`src/rtl/bus_arbiter.sv`:
```
// Arbiter for shared memory port M2 between the CPU data path and the DMA controller.
// CPU wins by default; saturating wait counters keep either side from starving.
//
// state   | meaning
// --------+--------------------------------------------------------------
// S_IDLE  | nobody owns M2
// S_CPU   | CPU owns M2
// S_DMA   | DMA owns M2, BG high
// S_PAUSE | DMA grant paused to serve a starved CPU, DMA still pending
module bus_arbiter #(
   parameter int DMA_WAIT_MAX = 8,
   parameter int CPU_WAIT_MAX = 4
) (
   input  logic       Clk,
   input  logic       Reset,
   input  logic       BR,
   input  logic       cpu_req,
   input  logic       M2busy,
   output logic       BG,
   output logic       cpu_stall,
   output logic [1:0] owner,
   output logic [7:0] grant_count
);

   localparam logic [1:0] S_IDLE  = 2'd0;
   localparam logic [1:0] S_CPU   = 2'd1;
   localparam logic [1:0] S_DMA   = 2'd2;
   localparam logic [1:0] S_PAUSE = 2'd3;

   // Thresholds above the counter range clamp to saturation so urgency stays reachable.
   localparam logic [3:0] DMA_LIM = (DMA_WAIT_MAX > 15) ? 4'd15 : 4'(DMA_WAIT_MAX);
   localparam logic [3:0] CPU_LIM = (CPU_WAIT_MAX > 15) ? 4'd15 : 4'(CPU_WAIT_MAX);

   logic [1:0] r_state;
   logic [1:0] w_next;
   logic       r_bg;
   logic [3:0] r_dma_wait;
   logic [3:0] r_cpu_wait;
   logic [7:0] r_grant_count;
   logic       w_dma_urgent;
   logic       w_cpu_urgent;
   logic       w_grant_rise;
   logic       w_stall;

   assign w_dma_urgent = (r_dma_wait >= DMA_LIM);
   assign w_cpu_urgent = (r_cpu_wait >= CPU_LIM);
   assign w_stall      = cpu_req &
                         ~((r_state == S_CPU) | (r_state == S_PAUSE) |
                           ((r_state == S_IDLE) & ~w_dma_urgent));
   assign w_grant_rise = (w_next == S_DMA) & (r_state != S_DMA);

   always_comb begin
      w_next = r_state;
      case (r_state)
         S_IDLE: begin
            if (cpu_req && !w_dma_urgent) w_next = S_CPU;
            else if (BR)                  w_next = S_DMA;
         end
         S_CPU: begin
            if (!M2busy) begin
               if (BR && w_dma_urgent) w_next = S_DMA;
               else if (!cpu_req)      w_next = BR ? S_DMA : S_IDLE;
            end
         end
         S_DMA: begin
            if (!BR)                               w_next = S_IDLE;
            else if (w_cpu_urgent && !M2busy)      w_next = S_PAUSE;
         end
         default: begin
            // BR dropping here is only acted on once the CPU lets go
            if (!cpu_req && !M2busy) w_next = BR ? S_DMA : S_IDLE;
         end
      endcase
   end

   always_ff @(posedge Clk) begin
      if (Reset) begin
         r_state       <= S_IDLE;
         r_bg          <= 1'b0;
         r_dma_wait    <= 4'd0;
         r_cpu_wait    <= 4'd0;
         r_grant_count <= 8'd0;
      end else begin
         r_state <= w_next;
         r_bg    <= (w_next == S_DMA);

         if (!BR || w_grant_rise)               r_dma_wait <= 4'd0;
         else if (!r_bg && r_dma_wait != 4'hF) r_dma_wait <= r_dma_wait + 4'd1;

         if (!w_stall)                r_cpu_wait <= 4'd0;
         else if (r_cpu_wait != 4'hF) r_cpu_wait <= r_cpu_wait + 4'd1;

         if (w_grant_rise) r_grant_count <= r_grant_count + 8'd1;
      end
   end

   assign BG          = r_bg;
   assign owner       = r_state;
   assign grant_count = r_grant_count;
   assign cpu_stall   = w_stall;

endmodule

```
`config.mk`:
```
export PLATFORM = sky130hd
export DESIGN_NAME = bus_arbiter
export DESIGN_NICKNAME = d
export VERILOG_FILES = /design/src/rtl/bus_arbiter.sv
export SDC_FILE = /design/constraint.sdc
export NUM_CORES = 1
export LEC_CHECK = 0
export BUFFER_PORTS_ARGS = -buffer_cell sky130_fd_sc_hd__buf_2
export CELL_PAD_IN_SITES_DETAIL_PLACEMENT = 0
export CELL_PAD_IN_SITES_GLOBAL_PLACEMENT = 1
export CORE_ASPECT_RATIO = 1.25
export CORE_MARGIN = 3
export CORE_UTILIZATION = 40
export DETAILED_ROUTE_END_ITERATION = 6
export PLACE_DENSITY = 0.74
export SLEW_MARGIN = 15
export SYNTH_ARGS = -nofsm -noshare
export SYNTH_HDL_FRONTEND = slang
export SYNTH_SLANG_ARGS = --single-unit
```
`constraint.sdc`:
```
create_clock -name Clk -period 2.1 [get_ports Clk]
set_clock_uncertainty 0.1 [all_clocks]
set_input_delay 0.42 -clock Clk [delete_from_list [all_inputs] [get_ports Clk]]
set_output_delay 0.42 -clock Clk [all_outputs]
set_load 0.005 [all_outputs]
```
==> metrics <==
Setup TNS Final=0 ps; I/O pins=17; RePlAce Congestion=0.738; TritonCTS clock tree=done; Layout fillers=approximately 230; Synth Net Count=116; die height=between 60 and 70 um; Clock Latency Late Sink=roughly 300 ps; maxcap violations=0; Resized Gates After CTS=0; Final nets=approximately 140; total power=just over 0.6 mW; ant diodes=0; Finished Layout Cells=159; Critical Path Source=owner[0]; Yosys reg bits=19; top cell type by total area after synthesis=dfxtp_1; top cell type's share of synthesized area=between 40% and 50%; total congestion overflow=0; Critical R2R Launch=owner[0]; crit-path max cell delay=390 ps; Max IR drop VDD=455 uV; top post-synthesis cells by area=dfxtp_1 40%, nor2_1 6.4%, ha_1 5.3%, a21oi_1 4.2%, xor2_1 2.8%; post-route minimum period=around 2000 ps; cell family with most CP delay=compound AO/OA/AOI/OAI gates; Die W=slightly below 50 um; crit path max fanout=7; Hold Crit Start=Reset; Post-CTS Setup Bufs=0; largest net degree at the start of global routing=14; power per cell area=~560 mW/mm2; antenna-violating nets left=0; clock tree root buffer cell=clkbuf_4; Initial Utilization=between 40% and 50%; Max-slew headroom=between 60% and 70%; Core Rows=19; WS Path Type=flip-flop to flip-flop; clock transition at the registers of the reported paths=between 100 and 150 ps; Crit. End Element=flip-flop; Via-to-Cell Ratio=5.01; initial antenna violation count=0; Core Area=between 0.002 and 0.0025 mm2; Mapped Avg Cell Area=approximately 8.8 um2; DRT iter0 DRCs=11; DRT met1 WL=slightly above 900 um; number of flops mapped to enable cells by yosys=0; share of layout cells above drive strength 1=a little over a quarter; first-pass GRT wire length=between 3000 and 4000 um; Finish-stage setup viols=0; Seq. cell area=380 um2; Num CTS Buffers=3; Mapped Cells=~110; CTS Buffer Depth=2; Max Fclk=505 MHz; H-tree depth=1; Setup crit start kind=flip-flop; Final Core Density=about 49%; placed cells=155; IO buf count=16; yosys warns=0; Routed met2 length=861 um; die area=~0.003 mm2; met3 wire length=79 um; drt drc=0; Critical-path top delay cell=dfxtp_1; Hold Vio Cnt, Final=0; multi-input logic area=around 540 um2; Total Wirelength=about 1900 um; cell area after synthesis=945 um2; Pre-Repair DR Iteration Count=4; Worst Tran Pin Value=about 460 ps; top routing layer used=met4; DR WL/cell=roughly 12 um; Final Cycle Share=94.3%; DR vias=around 800; Crit path required time=roughly 2200 ps; WP buf/inv=1; number of global-route vias before repair=approximately 740; register area share after synthesis=40.3%; clock sinks=19; worst path arrival time=about 2100 ps; crit-path cells=and2_1 -> o31ai_4 -> o2111ai_2 -> buf_4 -> or3_1 -> a21oi_1; Leak Pwr=approximately 0.45 nW; Post-synth top flop=dfxtp_1; GRT Total Usage=14.2%; outcome=completed; Async SR Flop Fraction=0%; max-slew violation count=0; unrepaired setup endpoints after global routing=no; Layout area overhead=17.0%; synth unique cells=36; Hold-fix buffers, CTS=0; Post-DP HPWL=roughly 1400 um; min-delay worst type=input pin to flip-flop
==> stage by stage <==
step	cell area [um2]	hold slack, ps	setup slack [ps]
floorplan	945	374	272
global placement	1070	367	63.4
detailed placement	1070	374	2.71
CTS	1100	344	104
global route	1100	345	15.6
finish	1100	349	119
==> logic make-up (layout without fill, tap and decap cells) <==
logic type / count (synthesis) / in the layout / synth area share [%]
AND/OR/NAND/NOR: 48 / 48 / 26.5
adder cells (fa/ha/maj): 4 / 4 / 5.30
buffers and inverters: 7 / 28 / 3.58
flip-flops: 19 / 19 / 40.3
XOR/XNOR: 5 / 5 / 4.64
multiplexers: 3 / 3 / 3.31
AO/OA/AOI/OAI: 21 / 21 / 16.4
==> placed cells by master, fill, tap and decap left out <==
| cell type | instances |
|---|---|
| o31ai_4 | 1 |
| o21ai_0 | 5 |
| nor3b_1 | 1 |
| inv_1 | 5 |
| or3_2 | 3 |
| clkbuf_4 | 3 |
| mux2_2 | 1 |
| a31oi_1 | 2 |
| o2111ai_2 | 1 |
| ha_1 | 4 |
| buf_2 | 16 |
| nor2_1 | 16 |
| xor2_1 | 3 |
| o21a_1 | 1 |
| or2_1 | 1 |
| nand2_1 | 4 |
| xnor2_1 | 2 |
| nand3b_1 | 1 |
| nor4_2 | 1 |
| buf_4 | 3 |
| a21o_2 | 1 |
| nand4_1 | 2 |
| and2b_1 | 1 |
| nor2b_1 | 1 |
| nor3_1 | 4 |
| nand3_1 | 5 |
| a21oi_2 | 1 |
| and4_1 | 1 |
| or2b_1 | 1 |
| mux2i_1 | 2 |
| dfxtp_1 | 19 |
| and2_1 | 2 |
| a41oi_2 | 1 |
| or3_1 | 2 |
| nand2b_1 | 1 |
| or2_2 | 1 |
| a21oi_1 | 8 |
| clkinv_2 | 1 |
==> sequential cells by signal, summed over array words and instances, names as in the netlist <==
register and cells:
owner 2, grant_count 8, r_cpu_wait 4, BG 1, r_dma_wait 4
==> synth_stat cells, types with 3 or more instances <==
library cell and n:
dfxtp_1 19, nor2_1 16, a21oi_1 8, inv_1 5
nand3_1 5, o21ai_0 5, ha_1 4, nand2_1 4
nor3_1 4, or3_2 3, xor2_1 3
==> layout make-up <==
class | instances | share of cell area [%]
multi-input combinational | 81 | 48.6
sequential | 19 | 34.4
timing repair buffer | 19 | 9.29
tap | 31 | 3.51
clock buffer | 3 | 2.04
inverter | 5 | 1.70
clock inverter | 1 | 0.453
==> power breakdown <==
part           switching, mW  internal (mW)
sequential            0.0103          0.367
clock                  0.111         0.0709
combinational         0.0326         0.0287
==> metal layers <==
layer,GRT usage (%),up-vias
met5,0,-
met4,8.30,0
met3,3.69,2
met2,22.8,14
met1,17.4,362
li1,-,418
==> path summary, 6_finish.rpt <==
check                   endpoint  slack (ps)  cells after the start
setup / recovery  grant_count[7]         120                      6
hold / removal          owner[0]         350                      2
setup reg to reg  grant_count[7]         120                      6
hold reg to reg   grant_count[7]         390                      2
No activity file was read; power rests on OpenSTA's default activity.
